`src/rtl/muldiv_unit.sv`:
```
// Iterative RV32M multiply/divide unit: one shift-add or restoring shift-subtract
// step per cycle, with single-cycle bypass for divide-by-zero and signed overflow.
module muldiv_unit #(
   parameter int XLEN = 32
) (
   input  logic            clk,
   input  logic            reset_n,
   input  logic            start,
   input  logic            flush,
   input  logic [2:0]      funct3,
   input  logic [XLEN-1:0] op_a,
   input  logic [XLEN-1:0] op_b,
   input  logic [4:0]      rd_in,
   output logic            busy,
   output logic            done,
   output logic [XLEN-1:0] result,
   output logic [4:0]      rd_out,
   output logic            reg_write
);

   localparam int CW = $clog2(XLEN);
   localparam logic [XLEN-1:0] MIN_INT  = {1'b1, {(XLEN-1){1'b0}}};
   localparam logic [XLEN-1:0] ALL_ONES = {XLEN{1'b1}};
   localparam logic [XLEN-1:0] ZERO     = {XLEN{1'b0}};
   localparam logic [CW-1:0]   CNT_LAST = CW'(XLEN - 1);

   typedef enum logic [1:0] {S_IDLE, S_CALC, S_FIX, S_DONE} state_t;

   state_t          state_q, state_d;
   logic [2:0]      f3_q, f3_d;
   logic            neg_q, neg_d;
   logic [XLEN-1:0] opd_q, opd_d;
   logic [XLEN-1:0] hi_q, hi_d;
   logic [XLEN-1:0] lo_q, lo_d;
   logic [CW-1:0]   cnt_q, cnt_d;
   logic [4:0]      rd_q, rd_d;
   logic [XLEN-1:0] result_q, result_d;
   logic            done_q, done_d;
   logic            busy_q, busy_d;
   logic            reg_write_q, reg_write_d;

   // Operand decode at accept: signedness, magnitudes and bypass cases.
   logic            is_div_s, a_signed_s, b_signed_s, a_neg_s, b_neg_s;
   logic [XLEN-1:0] a_mag_s, b_mag_s, special_res_s;
   logic            div_zero_s, ovf_s, special_s;

   always_comb begin
      is_div_s      = funct3[2];
      a_signed_s    = is_div_s ? ~funct3[0] : (funct3[1:0] != 2'b11);
      b_signed_s    = is_div_s ? ~funct3[0] : ~funct3[1];
      a_neg_s       = a_signed_s & op_a[XLEN-1];
      b_neg_s       = b_signed_s & op_b[XLEN-1];
      a_mag_s       = a_neg_s ? (ZERO - op_a) : op_a;
      b_mag_s       = b_neg_s ? (ZERO - op_b) : op_b;
      div_zero_s    = is_div_s && (op_b == ZERO);
      ovf_s         = is_div_s && !funct3[0] && (op_a == MIN_INT) && (op_b == ALL_ONES);
      special_s     = div_zero_s || ovf_s;
      if (div_zero_s) begin
         special_res_s = funct3[1] ? op_a : ALL_ONES;
      end else begin
         special_res_s = funct3[1] ? ZERO : MIN_INT;
      end
   end

   // Iteration datapath and final sign fix-up / result selection.
   logic [XLEN:0]     mul_sum_s, rem_shift_s;
   logic              rem_ge_s;
   logic [XLEN-1:0]   rem_sub_s, quo_fix_s, rem_fix_s, fix_res_s;
   logic [2*XLEN-1:0] prod_fix_s;

   always_comb begin
      mul_sum_s   = {1'b0, hi_q} + (lo_q[0] ? {1'b0, opd_q} : {(XLEN+1){1'b0}});
      rem_shift_s = {hi_q, lo_q[XLEN-1]};
      rem_ge_s    = rem_shift_s >= {1'b0, opd_q};
      rem_sub_s   = rem_shift_s[XLEN-1:0] - opd_q;
      prod_fix_s  = neg_q ? ({(2*XLEN){1'b0}} - {hi_q, lo_q}) : {hi_q, lo_q};
      quo_fix_s   = neg_q ? (ZERO - lo_q) : lo_q;
      rem_fix_s   = neg_q ? (ZERO - hi_q) : hi_q;
      case (f3_q)
         3'b000:                 fix_res_s = prod_fix_s[XLEN-1:0];
         3'b001, 3'b010, 3'b011: fix_res_s = prod_fix_s[2*XLEN-1:XLEN];
         3'b100, 3'b101:         fix_res_s = quo_fix_s;
         3'b110, 3'b111:         fix_res_s = rem_fix_s;
         default:                fix_res_s = ZERO;
      endcase
   end

   // Next-state logic; flush beats start, and DONE always returns to IDLE.
   always_comb begin
      state_d     = state_q;
      f3_d        = f3_q;
      neg_d       = neg_q;
      opd_d       = opd_q;
      hi_d        = hi_q;
      lo_d        = lo_q;
      cnt_d       = cnt_q;
      rd_d        = rd_q;
      result_d    = result_q;
      done_d      = 1'b0;
      busy_d      = busy_q;
      reg_write_d = 1'b0;
      case (state_q)
         S_IDLE: begin
            if (start && !flush) begin
               f3_d   = funct3;
               rd_d   = rd_in;
               cnt_d  = {CW{1'b0}};
               hi_d   = ZERO;
               busy_d = 1'b1;
               if (is_div_s) begin
                  opd_d = b_mag_s;
                  lo_d  = a_mag_s;
                  neg_d = funct3[1] ? a_neg_s : (a_neg_s ^ b_neg_s);
               end else begin
                  opd_d = a_mag_s;
                  lo_d  = b_mag_s;
                  neg_d = a_neg_s ^ b_neg_s;
               end
               if (special_s) begin
                  state_d     = S_DONE;
                  result_d    = special_res_s;
                  done_d      = 1'b1;
                  reg_write_d = (rd_in != 5'd0);
               end else begin
                  state_d = S_CALC;
               end
            end else begin
               busy_d = 1'b0;
            end
         end
         S_CALC: begin
            if (flush) begin
               state_d = S_IDLE;
               busy_d  = 1'b0;
            end else begin
               if (f3_q[2]) begin
                  hi_d = rem_ge_s ? rem_sub_s : rem_shift_s[XLEN-1:0];
                  lo_d = {lo_q[XLEN-2:0], rem_ge_s};
               end else begin
                  hi_d = mul_sum_s[XLEN:1];
                  lo_d = {mul_sum_s[0], lo_q[XLEN-1:1]};
               end
               if (cnt_q == CNT_LAST) begin
                  state_d = S_FIX;
               end else begin
                  cnt_d = cnt_q + {{(CW-1){1'b0}}, 1'b1};
               end
            end
         end
         S_FIX: begin
            if (flush) begin
               state_d = S_IDLE;
               busy_d  = 1'b0;
            end else begin
               state_d     = S_DONE;
               result_d    = fix_res_s;
               done_d      = 1'b1;
               reg_write_d = (rd_q != 5'd0);
            end
         end
         S_DONE: begin
            state_d = S_IDLE;
            busy_d  = 1'b0;
         end
         default: begin
            state_d = S_IDLE;
            busy_d  = 1'b0;
         end
      endcase
   end

   // State and output registers.
   always_ff @(posedge clk or negedge reset_n) begin
      if (!reset_n) begin
         state_q     <= S_IDLE;
         f3_q        <= 3'b000;
         neg_q       <= 1'b0;
         opd_q       <= ZERO;
         hi_q        <= ZERO;
         lo_q        <= ZERO;
         cnt_q       <= {CW{1'b0}};
         rd_q        <= 5'd0;
         result_q    <= ZERO;
         done_q      <= 1'b0;
         busy_q      <= 1'b0;
         reg_write_q <= 1'b0;
      end else begin
         state_q     <= state_d;
         f3_q        <= f3_d;
         neg_q       <= neg_d;
         opd_q       <= opd_d;
         hi_q        <= hi_d;
         lo_q        <= lo_d;
         cnt_q       <= cnt_d;
         rd_q        <= rd_d;
         result_q    <= result_d;
         done_q      <= done_d;
         busy_q      <= busy_d;
         reg_write_q <= reg_write_d;
      end
   end

   assign busy      = busy_q;
   assign done      = done_q;
   assign result    = result_q;
   assign rd_out    = rd_q;
   assign reg_write = reg_write_q;

endmodule

```
`config.mk`:
```
export PLATFORM = sky130hd
export DESIGN_NAME = muldiv_unit
export DESIGN_NICKNAME = d
export VERILOG_FILES = /design/src/rtl/muldiv_unit.sv
export SDC_FILE = /design/constraint.sdc
export NUM_CORES = 1
export LEC_CHECK = 0
export CELL_PAD_IN_SITES_DETAIL_PLACEMENT = 1
export CELL_PAD_IN_SITES_GLOBAL_PLACEMENT = 1
export CORE_MARGIN = 5
export CORE_UTILIZATION = 39
export CTS_CLUSTER_DIAMETER = 100
export DETAILED_ROUTE_END_ITERATION = 10
export PLACE_DENSITY = 0.81
export SLEW_MARGIN = 0
export SYNTH_ARGS = -nofsm -noshare
export SYNTH_HDL_FRONTEND = slang
export SYNTH_SLANG_ARGS = --single-unit
```
`constraint.sdc`:
```
create_clock -name clk -period 3.87 [get_ports clk]
set_input_delay 0.387 -clock clk [delete_from_list [all_inputs] [get_ports clk]]
set_output_delay 0.387 -clock clk [all_outputs]
set_load 0.005 [all_outputs]
```
Word level (Yosys, flattened, before mapping):

Index checks and enable logic that the tools add are counted.

* $lt $le $gt $ge: 1
* equal/unequal tests: 21
* multipliers: 0
* mux-type cells: 50
* shift-type cells: 0
* divide/modulo/power cells: 0
* bitwise logic cells: 5
* reductions and logical operators: 24
* add/sub/neg operators: 8

Operators with widths (number)
* two-way mux 32 bit: 20
* case mux 32 bit (2 select lines): 3
* case mux 32 bit (4 select lines): 1
* subtractor 1 x 32 -> 32 bit (first input constant): 4
* == test 32 bit (second input constant): 2
* two-way mux 64 bit: 1
* subtractor 1 x 64 -> 64 bit (first input constant): 1
* adder 32 x 32 -> 33 bit: 1
* greater-or-equal comparator 33 x 32 -> 1 bit: 1
* logical NOT 32 bit: 1
* subtractor 32 bit: 1
* two-way mux 5 bit: 3
* == test 3 bit (second input constant): 4
* two-way mux 1 bit: 12
* != test 2 bit (second input constant): 6
* two-way mux 2 bit: 5
* case mux 5 bit (2 select lines): 1
* nonzero test 5 bit: 2
* case mux 2 bit (4 select lines): 1
* AND reduction 4 bit: 2
* == test 3 x 2 -> 1 bit (second input constant): 2
* OR reduction 2 bit: 3
* adder 5 x 1 -> 5 bit (second input constant): 1
* == test 5 bit (second input constant): 1
* 19 further kinds: 30

* register bits: 147
* memories kept: 0
* memory bits (writable): 0
* output and inout bits: 40
* input bits: 76
* bits in read-only memories: 0
* latch bits: 0

Longest topological paths before layout:

Gate-level depths: netlist (run 1).

* depth in word-level cells: 8
* mapped depth: 15

Worst setup path after synthesis (run 1):

Ideal clock, no wire load.

* path kind: flip-flop to flip-flop
* from: reg lo_q[0]
* to: reg hi_q[22]
* data arrival time: 3.139 ns
* required time: 3.787 ns
* buffers on the path: 1
* clock period less this slack: 3.221 ns
* path slack: 0.649 ns
* stages on the path, launching flop included: 14
* cells stage by stage: dfrtp_1 -> inv_1 -> clkbuf_1 -> nor2_1 -> ha_1 -> a21o_1 -> a21oi_1 -> a2111oi_0 -> o31ai_1 -> a31o_2 -> o21ai_0 -> a21boi_0 -> xnor2_1 -> o21ai_0

* cells in the longest elaborated chain, start to end: 5

Ends and longest elaborated chain
* start: declaration: line 34 `logic [XLEN-1:0] lo_q, lo_d;`
* start signal: assignment: line 193 `lo_q <= lo_d;`
* two-way mux 32 bit: line 72 `mul_sum_s = {1'b0, hi_q} + (lo_q[0] ? {1'b0, opd_q} : {(XLEN+1){1'b0}});`
* adder 32 x 32 -> 33 bit: line 72
* two-way mux 32 bit: line 136 `if (f3_q[2]) begin`
* two-way mux 32 bit: line 132 `if (flush) begin`
* case mux 32 bit (2 select lines): line 102 `case (state_q)`
* end signal: assignment: line 192 `hi_q <= hi_d;`
* end: declaration: line 33 `logic [XLEN-1:0] hi_q, hi_d;`

No other way between the ends. The select of a mux whose other input is x is not followed.
A chain may end at the register's enable or synchronous reset.

Final worst setup path (run 1):

* from: reg lo_q[0]
* to: reg hi_q[28]

The elaborated chain is that of the path after synthesis.

==> flow_metrics.env, run 1 <==
export IMPL_worstPathMaxFanout=30
export IMPL_grt_overflow_total=0
export IMPL_cts_root_buf="clkbuf_16"
export IMPL_synth_area_leader_cell="dfrtp_1"
export IMPL_drc=0
export IMPL_fin_crit_ns=3.738
export IMPL_drt_total_wl_um=69990
export IMPL_drt_first_pass_iters=5
export IMPL_fmax_mhz=267.5
export IMPL_critPathBufInv=3
export IMPL_avgViaCountPerCell=6.418
export IMPL_fp_dieH_um=206.9
export IMPL_wl_per_cell_um=26.31
export IMPL_ir_drop_v=0.0003835
export IMPL_rows=72
export IMPL_finalWorstSetupSlack_ns=0.1320
export IMPL_finalMaxSlewViolations=0
export IMPL_detail_route_antenna_nets=0
export IMPL_grt_max_degree=109
export IMPL_drtIter0Drc=1670
export IMPL_clk_pin_slew_worst_paths_ns=0.08
export IMPL_fin_nets=2281
export IMPL_die_area_um2=42800
export IMPL_cp_num_cells=14
export IMPL_cp_slowest_stage_delay_ns=0.56
export IMPL_p_total_mw=16.38
export IMPL_timing_rr_end="hi_q[28]$_DFFE_PN0P_"
export IMPL_post_cts_buffers=0
export IMPL_place_gp_congestion=0.9951
export IMPL_cts_sinks=147
export IMPL_grtUsageMet3=0.06655
export IMPL_maxSlewHeadroom=0.3311
export IMPL_drv_cap=0
export IMPL_clk_latency_ns=0.46
export IMPL_synth_ff_type="dfrtp_1"
export IMPL_arrival_ns=4.11
export IMPL_multiInputGateArea_um2=10700
export IMPL_netlist_instances=2026
export IMPL_crit_required_ns=4.24
export IMPL_cellLeakagePower_nw=7.455
export IMPL_cts_tree="built"
export IMPL_cts_buffers=17
export IMPL_cp_top_family="compound AO/OA/AOI/OAI gates"
export IMPL_crit_type="reg2reg"
export IMPL_chipWidth_um=206.9
export IMPL_hold_viol_final=0
export IMPL_synthArstFlopShare=1.000
export IMPL_area_growth_pct=17.98
export IMPL_netlist_area_um2=15120
export IMPL_grt_pass1_vias=17130
export IMPL_use_met1=0.4446
export IMPL_synth_most_common_cell="nand2_1"
export IMPL_grt_busiest_layer="met2"
export IMPL_h_tree_depth=4
export IMPL_status="complete, no violations"
export IMPL_drive_above_1_share=0.09295
export IMPL_yosys_top_cells_area="dfrtp_1, o21ai_0, ha_1"
export IMPL_yosysUniqueCellTypes=85
export IMPL_holdCritPathClass="in2async"
export IMPL_grt_first_pass_wirelength_um=105700
export IMPL_power_density_nw_per_um2=918.2
export IMPL_setup_viol=0
export IMPL_seq_area_frac_synth=0.2433
export IMPL_start_util=0.3930
export IMPL_skew_ns=0.01558
export IMPL_post_route_util=0.4636
export IMPL_period_share=0.9659
export IMPL_worst_r2r_setup_slack_ns=0.13
export IMPL_hpwl_um=54580
export IMPL_reg2regPathDepth=14
export IMPL_vias=17070
export IMPL_core_area_um2=38470
export IMPL_startpoint="lo_q[0]$_DFFE_PN0P_"
export IMPL_grt_total_usage=0.3227
export IMPL_cp_start_kind="flip-flop"
export IMPL_r2r_start="lo_q[0]$_DFFE_PN0P_"
export IMPL_postSynthAreaPerCell_um2=7.461
export IMPL_rsz0062_at_grt="no"
export IMPL_syn_num_nets=2179
export IMPL_fill_cells=4817
export IMPL_worstSetupEndpointType="flip-flop"
export IMPL_synth_edff_count=0
export IMPL_grt_use_met2=0.5000
export IMPL_ys_warn_count=0
export IMPL_seq_area_um2=3681
export IMPL_path_cells="inv_1 > buf_12 > nor2_1 > ha_1 > a21o_1 > a21oi_1 > a2111oi_0 > buf_4 > o21ai_0 > a31oi_1 > a21o_1 > a31oi_1 > xor2_1 > o21ai_0"
export IMPL_synth_seq_cells=147
export IMPL_antenna_found_initial=3
export IMPL_holdWs_ns=0.4481
export IMPL_io_buffers=115
export IMPL_io_pins=116
export IMPL_place_ws_ns=-0.08958
export IMPL_synth_top_area_frac=0.2433
export IMPL_clockBufferDepth=2
export IMPL_crit_slowest_cell="a2111oi_0"
export IMPL_synth_top_cells_by_count="nand2_1, nor2_1, o21ai_0"
export IMPL_tightest_slew_ns=1.003
metrics by stage:
| step | instance area (um2) | setup TNS, ns | cells |
|---|---|---|---|
| 2_1_floorplan | 15120 | 0 | 2026 |
| 3_3_place_gp | 17220 | -0.09066 | 2626 |
| 3_5_place_dp | 17220 | -0.08958 | 2626 |
| 4_1_cts | 17830 | 0 | 2659 |
| 5_1_grt | 17830 | 0 | 2659 |
| 6_report | 17830 | 0 | 2660 |
cell usage in the layout (no fill, tap or decap), drive strengths merged, types with 24 or more instances in the layout:
cell	netlist	layout
a21oi	167	167
mux2	31	31
a211oi	31	31
ha	75	75
inv	63	70
dfrtp	147	147
xor2	75	75
nor3	34	34
o21ai	195	195
buf	19	102
a21o	33	33
or4	26	26
nor2	212	212
o211ai	24	24
a31oi	40	40
nand4	26	26
xnor2	87	87
mux2i	29	29
o31ai	40	40
clkdlybuf4s50	0	113
nand2	223	223
nand3	65	65
worst max-delay path by stage:
stage,end,slack (ns)
6_report,hi_q[28]$_DFFE_PN0P_,0.13
5_1_grt,hi_q[31]$_DFFE_PN0P_,0.003
4_1_cts,hi_q[31]$_DFFE_PN0P_,0.29
3_5_place_dp,opd_q[27]$_DFFE_PN0P_,-0.09
3_3_place_gp,opd_q[27]$_DFFE_PN0P_,-0.09
2_1_floorplan,hi_q[22]$_DFFE_PN0P_,0.65
state kept, by name, indices dropped and copies added (netlist names):
| signal | count |
|---|---|
| done | 1 |
| f3_q | 3 |
| opd_q | 32 |
| busy | 1 |
| rd_out | 5 |
| hi_q | 32 |
| reg_write | 1 |
| lo_q | 32 |
| result | 32 |
| cnt_q | 5 |
| neg_q | 1 |
| state_q | 2 |
metal layers:
metal	wire length (um)	vias up
li1	-	7604
met5	13	-
met4	2968	2
met1	29470	8498
met2	31390	809
met3	6143	160
kinds of logic (layout without fill, tap and decap cells):
group,Yosys count,in the layout,synth area share
AO/OA/AOI/OAI,676,676,0.2846
XOR/XNOR,162,162,0.09386
adder cells (fa/ha/maj),77,77,0.06472
buffers and inverters,197,312,0.05049
flip-flops,147,147,0.2433
multiplexers,61,61,0.04378
other,0,1,0
AND/OR/NAND/NOR,706,706,0.2192
layout make-up:
type / count / share of cell area
tap: 518 / 0.03634
inverter: 64 / 0.01347
clock inverter: 14 / 0.009261
antenna: 1 / 0.0001403
timing repair buffer: 216 / 0.1106
clock buffer: 18 / 0.02406
multi-input combinational: 1682 / 0.5997
sequential: 147 / 0.2064
power by group:
part	internal, mW	switching, mW
registers	2.20	0.912
clock network	0.970	0.801
logic	4.39	7.10
total	7.56	8.82
timing repair:
action / 4_1_cts / 5_1_grt
resized for setup: 0 / 1
endpoints found under the hold margin: 49 / 0
setup endpoints to repair: 0 / 1
hold buffers: 1 / 0
Note: power is estimated with default switching activity, not from simulation.
==> run 2, diff against run 1 <==
--- a/config.mk
+++ b/config.mk
@@ -5,8 +5,10 @@
 export SDC_FILE = /design/constraint.sdc
 export NUM_CORES = 1
 export LEC_CHECK = 0
+export ABC_CLOCK_PERIOD_IN_PS = 3870
 export CELL_PAD_IN_SITES_DETAIL_PLACEMENT = 1
 export CELL_PAD_IN_SITES_GLOBAL_PLACEMENT = 1
+export CORE_ASPECT_RATIO = 0.75
 export CORE_MARGIN = 5
 export CORE_UTILIZATION = 39
 export CTS_CLUSTER_DIAMETER = 100
==> flow_metrics.env, run 2 (synthesis results as in run 1) <==
export IMPL_status="finished, violations left"
export IMPL_violations="hold timing"
export IMPL_fin_cells=2667
export IMPL_grt_total_usage=0.3242
export IMPL_cts_sinks=147
export IMPL_cp_top_family="simple AND/OR/NAND/NOR gates"
export IMPL_switching_share=0.5419
export IMPL_worstPathMaxFanout=8
export IMPL_grt_overflow_total=0
export IMPL_grt_max_degree=108
export IMPL_holdWs_ns=-0.02423
export IMPL_holdCritPathClass="in2async"
export IMPL_critPathBufInv=0
export IMPL_cp_start_kind="flip-flop"
export IMPL_path_cells="or4_1 > nor4_4 > nand3_1 > or4_1 > o21ai_1 > a41o_1 > xnor2_1 > nand2_1 > a41oi_1"
export IMPL_seq_area_um2=3681
export IMPL_fp_dieH_um=180.5
export IMPL_setup_viol=0
export IMPL_antenna_cells=0
export IMPL_skew_ns=0.01381
export IMPL_maxSlewHeadroom=0.2856
export IMPL_place_ws_ns=0.1098
export IMPL_crit_type="reg2reg"
export IMPL_arrival_ns=4.15
export IMPL_start_util=0.3945
export IMPL_rsz0062_at_grt="no"
export IMPL_p_comb_frac=0.719
export IMPL_drv_cap=0
export IMPL_mostFrequentLayoutCells="nand2_1, nor2_1, o21ai_0"
export IMPL_hpwl_um=56620
export IMPL_fin_crit_ns=3.787
export IMPL_ir_drop_v=0.0004068
export IMPL_chipWidth_um=237.3
export IMPL_fill_cells=4786
export IMPL_layout_commonest_cell="nand2_1"
export IMPL_place_gp_congestion=1.048
export IMPL_detail_route_antenna_nets=0
export IMPL_power_switching_mw=8.994
export IMPL_core_area_um2=38320
export IMPL_drive_above_1_share=0.1002
export IMPL_fmax_mhz=264.0
export IMPL_grt_pass1_vias=17360
export IMPL_cts_tree="built"
export IMPL_cp_common_cell="or4_1"
export IMPL_rows=62
export IMPL_clockBufferDepth=2
export IMPL_cts_root_buf="clkbuf_16"
export IMPL_postCtsHoldBufs=0
export IMPL_avgViaCountPerCell=6.546
export IMPL_cellLeakagePower_nw=7.525
export IMPL_crit_slowest_cell="or4_1"
export IMPL_post_dp_cell_area_um2=17320
export IMPL_cts_buffers=17
export IMPL_tightest_slew_ns=1.069
export IMPL_dp_cells=2635
export IMPL_vias=17460
export IMPL_clk_latency_ns=0.46
export IMPL_clockPowerShare=0.105
export IMPL_crit_required_ns=4.23
export IMPL_seqPwrFrac=0.176
export IMPL_drc=0
export IMPL_hold_viol_final=13
export IMPL_clk_pin_slew_worst_paths_ns=0.07
export IMPL_final_cell_area_um2=17920
export IMPL_p_int_mw=7.603
export IMPL_drt_total_wl_um=72130
export IMPL_antenna_found_initial=1
export IMPL_finalWorstSetupSlack_ns=0.08250
export IMPL_drt_first_pass_iters=5
export IMPL_area_growth_pct=18.55
export IMPL_fin_nets=2295
export IMPL_wl_per_cell_um=27.05
export IMPL_io_pins=116
export IMPL_grt_first_pass_wirelength_um=108400
export IMPL_period_share=0.9787
export IMPL_die_area_um2=42840
export IMPL_h_tree_depth=4
export IMPL_worstSetupEndpointType="flip-flop"
export IMPL_drtIter0Drc=2176
export IMPL_multiInputGateArea_um2=10710
export IMPL_finalMaxSlewViolations=0
export IMPL_setup_tns_ns=0
export IMPL_io_buffers=115
export IMPL_power_density_nw_per_um2=926.1
export IMPL_cp_slowest_stage_delay_ns=0.79
## run 2: final timing paths
path / startpoint / cells past startpoint / slack (ns) / to
min in group clk: funct3[2] / 4 / 0.39 / neg_q$_DFFE_PN0P_
max reg2reg: lo_q[18]$_DFFE_PN0P_ / 9 / 0.08 / result[13]$_DFFE_PN0P_
min: reset_n / 1 / -0.02 / hi_q[12]$_DFFE_PN0P_
max: lo_q[18]$_DFFE_PN0P_ / 9 / 0.08 / result[13]$_DFFE_PN0P_
min reg2reg: opd_q[25]$_DFFE_PN0P_ / 2 / 0.49 / opd_q[25]$_DFFE_PN0P_
max in group asynchronous: reset_n / 2 / 2.95 / neg_q$_DFFE_PN0P_
## run 2: cell type report
type / instances / area share
clock buffers: 18 / 0.02451
clock inverters: 14 / 0.008169
repair buffers: 230 / 0.1151
well taps: 512 / 0.03575
inverters: 64 / 0.01341
multi-input cells: 1682 / 0.5976
flip-flops and latches: 147 / 0.2054
## run 2: worst reg2reg max path: stages, from the launching register on
cell and delay, ns:
dfrtp_1 0.51, or4_1 0.72, nor4_4 0.33, nand3_1 0.22
or4_1 0.79, o21ai_1 0.33, a41o_1 0.22, xnor2_1 0.22
nand2_1 0.12, a41oi_1 0.23
## run 2: what timing repair did
action	4_1_cts	5_1_grt
resized for setup	0	4
buffers inserted	0	0
setup endpoints to repair	0	4
## run 2: power by group through the flow
stage / Sequential, mW / Combinational [mW] / Clock, mW
2_1_floorplan: 2.73 / 7.31 / 0
3_3_place_gp: 2.86 / 11.1 / 0
3_5_place_dp: 2.90 / 11.5 / 0
4_1_cts: 2.89 / 11.6 / 1.75
5_1_grt: 2.98 / 12.7 / 1.81
6_report: 2.92 / 11.9 / 1.74
## run 2: per-stage QoR
step / utilization / total power [mW]
after global placement: 0.4520 / 13.95
after detailed placement: 0.4520 / 14.39
final: 0.4676 / 16.60
after global routing: 0.4676 / 17.52
after floorplan: - / 10.05
after CTS: 0.4673 / 16.22
## run 2: layer usage
metal	vias up	track usage	share of wire
met5	-	0	0
met4	0	0.1045	0.036
met3	158	0.07650	0.11
met2	995	0.4707	0.42
met1	8655	0.4734	0.43
li1	7651	-	-
==> run 3, diff against run 2 <==
--- a/config.mk
+++ b/config.mk
@@ -5,15 +5,16 @@
 export SDC_FILE = /design/constraint.sdc
 export NUM_CORES = 1
 export LEC_CHECK = 0
+export ABC_AREA = 1
 export ABC_CLOCK_PERIOD_IN_PS = 3870
 export CELL_PAD_IN_SITES_DETAIL_PLACEMENT = 1
 export CELL_PAD_IN_SITES_GLOBAL_PLACEMENT = 1
 export CORE_ASPECT_RATIO = 0.75
-export CORE_MARGIN = 5
 export CORE_UTILIZATION = 39
 export CTS_CLUSTER_DIAMETER = 100
 export DETAILED_ROUTE_END_ITERATION = 10
-export PLACE_DENSITY = 0.81
+export DONT_BUFFER_PORTS = 1
+export PLACE_DENSITY = 0.8
 export SLEW_MARGIN = 0
 export SYNTH_ARGS = -nofsm -noshare
 export SYNTH_HDL_FRONTEND = slang
==> flow_metrics.env, run 3 <==
export IMPL_met1Wirelength_um=46280
export IMPL_finalWorstSetupSlack_ns=0.2043
export IMPL_drt_first_pass_iters=6
export IMPL_h_tree_depth=4
export IMPL_netlist_instances=3166
export IMPL_die_area_um2=47030
export IMPL_layout_commonest_cell="nand2_1"
export IMPL_clk_pin_slew_worst_paths_ns=0.07
export IMPL_grt_total_usage=0.4229
export IMPL_p_total_mw=19.43
export IMPL_worstSetupEndpointType="flip-flop"
export IMPL_grt_first_pass_wirelength_um=146600
export IMPL_top_layer="met5"
export IMPL_final_cell_area_um2=19170
export IMPL_start_util=0.3991
export IMPL_synth_area_leader_cell="nand2_1"
export IMPL_fill_cells=6332
export IMPL_io_buffers=0
export IMPL_cts_tree="built"
export IMPL_skew_ns=0.009876
export IMPL_cellLeakagePower_nw=9.637
export IMPL_cts_buffers=17
export IMPL_setup_viol=0
export IMPL_fin_nets=3275
export IMPL_rows=67
export IMPL_cp_start_kind="flip-flop"
export IMPL_drc=0
export IMPL_crit_required_ns=4.23
export IMPL_holdCritPathClass="in2reg"
export IMPL_synth_seq_cells=147
export IMPL_tightest_slew_ns=0.9866
export IMPL_grt_overflow_total=0
export IMPL_cts_sinks=147
export IMPL_cts_root_buf="clkbuf_16"
export IMPL_postSynthAreaPerCell_um2=5.686
export IMPL_core_area_um2=45100
export IMPL_finalMaxSlewViolations=0
export IMPL_ir_drop_v=0.0005004
export IMPL_antenna_found_initial=3
export IMPL_yosysUniqueCellTypes=53
export IMPL_route_met2_wl_um=38300
export IMPL_drtIter0Drc=3522
export IMPL_grt_max_degree=148
export IMPL_setup_tns_ns=0
export IMPL_dr_wl_met3_um=13700
export IMPL_avgViaCountPerCell=6.201
export IMPL_drive_above_1_share=0.04625
export IMPL_mostFrequentLayoutCells="nand2_1, nor2_1, inv_1"
export IMPL_hpwl_um=82860
export IMPL_arrival_ns=4.02
export IMPL_seq_area_frac_synth=0.2044
export IMPL_place_ws_ns=0.2788
export IMPL_status="complete, no violations"
export IMPL_crit_type="reg2reg"
export IMPL_power_density_nw_per_um2=1013
export IMPL_synthArstFlopShare=1.000
export IMPL_rsz0062_at_grt="no"
export IMPL_fp_dieH_um=188.1
export IMPL_syn_num_nets=3319
export IMPL_period_share=0.9472
export IMPL_grt_pass1_vias=21920
export IMPL_post_dp_cell_area_um2=18540
export IMPL_synth_top_area_frac=0.2064
export IMPL_synth_edff_count=0
export IMPL_maxSlewHeadroom=0.3422
export IMPL_synth_most_common_cell="nand2_1"
export IMPL_clk_latency_ns=0.47
export IMPL_place_gp_congestion=1.124
export IMPL_drv_cap=0
export IMPL_synth_top_cells_by_count="nand2_1, nor2_1, inv_1"
export IMPL_post_route_util=0.4251
export IMPL_fmax_mhz=272.8
export IMPL_chipWidth_um=250.1
export IMPL_vias=23080
export IMPL_wl_per_cell_um=27.07
export IMPL_fin_crit_ns=3.666
export IMPL_drt_total_wl_um=100800
export IMPL_ys_warn_count=0
export IMPL_area_growth_pct=6.513
export IMPL_netlist_area_um2=18000
export IMPL_yosys_top_cells_area="nand2_1, dfrtp_1, nand3_1"
export IMPL_hold_viol_final=0
export IMPL_io_pins=116
export IMPL_synth_ff_type="dfrtp_1"
export IMPL_detail_route_antenna_nets=0
export IMPL_worstPathMaxFanout=8
export IMPL_clockBufferDepth=2
[run 3: cell count changes after synthesis, moves of 30 or more]
| cell | previous run | this run |
|---|---|---|
| nand2_1 | 223 | 990 |
| inv_1 | 63 | 363 |
| nand3_1 | 65 | 304 |
| nor2_1 | 212 | 399 |
| xnor2_1 | 87 | 20 |
| clkbuf_1 | 114 | 55 |
| a21oi_1 | 167 | 218 |
| o21ai_1 | 5 | 50 |
| o31ai_1 | 39 | 2 |
| o21ai_0 | 189 | 156 |
| mux2_2 | 31 | 0 |
| a31oi_1 | 40 | 10 |
[run 3: stage by stage]
step	hold slack, ns	std cells
2_1_floorplan	0.09141	3166
3_3_place_gp	0.09432	3687
3_5_place_dp	0.09378	3687
4_1_cts	0.03181	3721
5_1_grt	0.03669	3721
6_report	0.03228	3722
[run 3: final timing paths]
| kind | cells past startpoint | start | end | slack (ns) |
|---|---|---|---|---|
| max in group asynchronous | 2 | reset_n | f3_q[2]$_DFFE_PN0P_ | 2.50 |
| min in group asynchronous | 2 | reset_n | cnt_q[0]$_DFFE_PN0P_ | 0.48 |
| min reg2reg | 2 | cnt_q[4]$_DFFE_PN0P_ | cnt_q[4]$_DFFE_PN0P_ | 0.50 |
| min | 2 | rd_in[0] | rd_out[0]$_DFFE_PN0P_ | 0.03 |
| max reg2reg | 15 | hi_q[0]$_DFFE_PN0P_ | hi_q[17]$_DFFE_PN0P_ | 0.20 |
| max | 15 | hi_q[0]$_DFFE_PN0P_ | hi_q[17]$_DFFE_PN0P_ | 0.20 |
[run 3: critical path, stage by stage, from the launching register on]
cell and delay [ns]:
dfrtp_1 0.68, ha_1 0.33, inv_1 0.10, fa_1 0.52, inv_1 0.12, nand2_1 0.11, o21ai_2 0.28, nand2_1 0.09
nand2_1 0.15, nand2_1 0.07, nand2_1 0.28, nand2_1 0.13, nand3_1 0.09, nand3_1 0.28, nand4_1 0.25, nand2_1 0.07
[run 3: routing by layer]
layer  vias to the layer above  global-route usage
met5                         -                   0
met4                         6              0.1029
met3                       153              0.1287
met2                      1403              0.5550
met1                     11300              0.6517
li1                      10220                   -
[run 3: kinds of logic after synthesis]
family	share of synthesized area
simple gates	0.4349
buf+inv	0.1064
fa+ha+maj	0.05435
xor+xnor	0.03357
flops	0.2044
compound gates	0.1664
[run 3: final cells by class]
type / count / area (um2) / area share
repair buffers: 39 / 315.3 / 0.01644
clock inverters: 15 / 161.4 / 0.008418
inverters: 383 / 1439 / 0.07505
multi-input cells: 2534 / 12420 / 0.6475
clock buffers: 17 / 425.4 / 0.02219
flip-flops and latches: 147 / 3681 / 0.1920
diodes: 1 / 2.502 / 0.0001305
well taps: 586 / 733.2 / 0.03824
[run 3: timing repair]
item                                   CTS  global route
buffers inserted                         0             0
hold buffers                             2             0
endpoints found under the hold margin  147             0
gates resized for setup                  0             1
setup endpoints to repair                0             4
[run 3: report_power, final]
part	leakage, nW	switching [mW]	total, mW	internal [mW]
combinational	7.54	10.6	14.5	3.89
clock	0.288	0.840	1.76	0.918
sequential	1.81	0.998	3.22	2.22
total	9.64	12.4	19.4	7.03
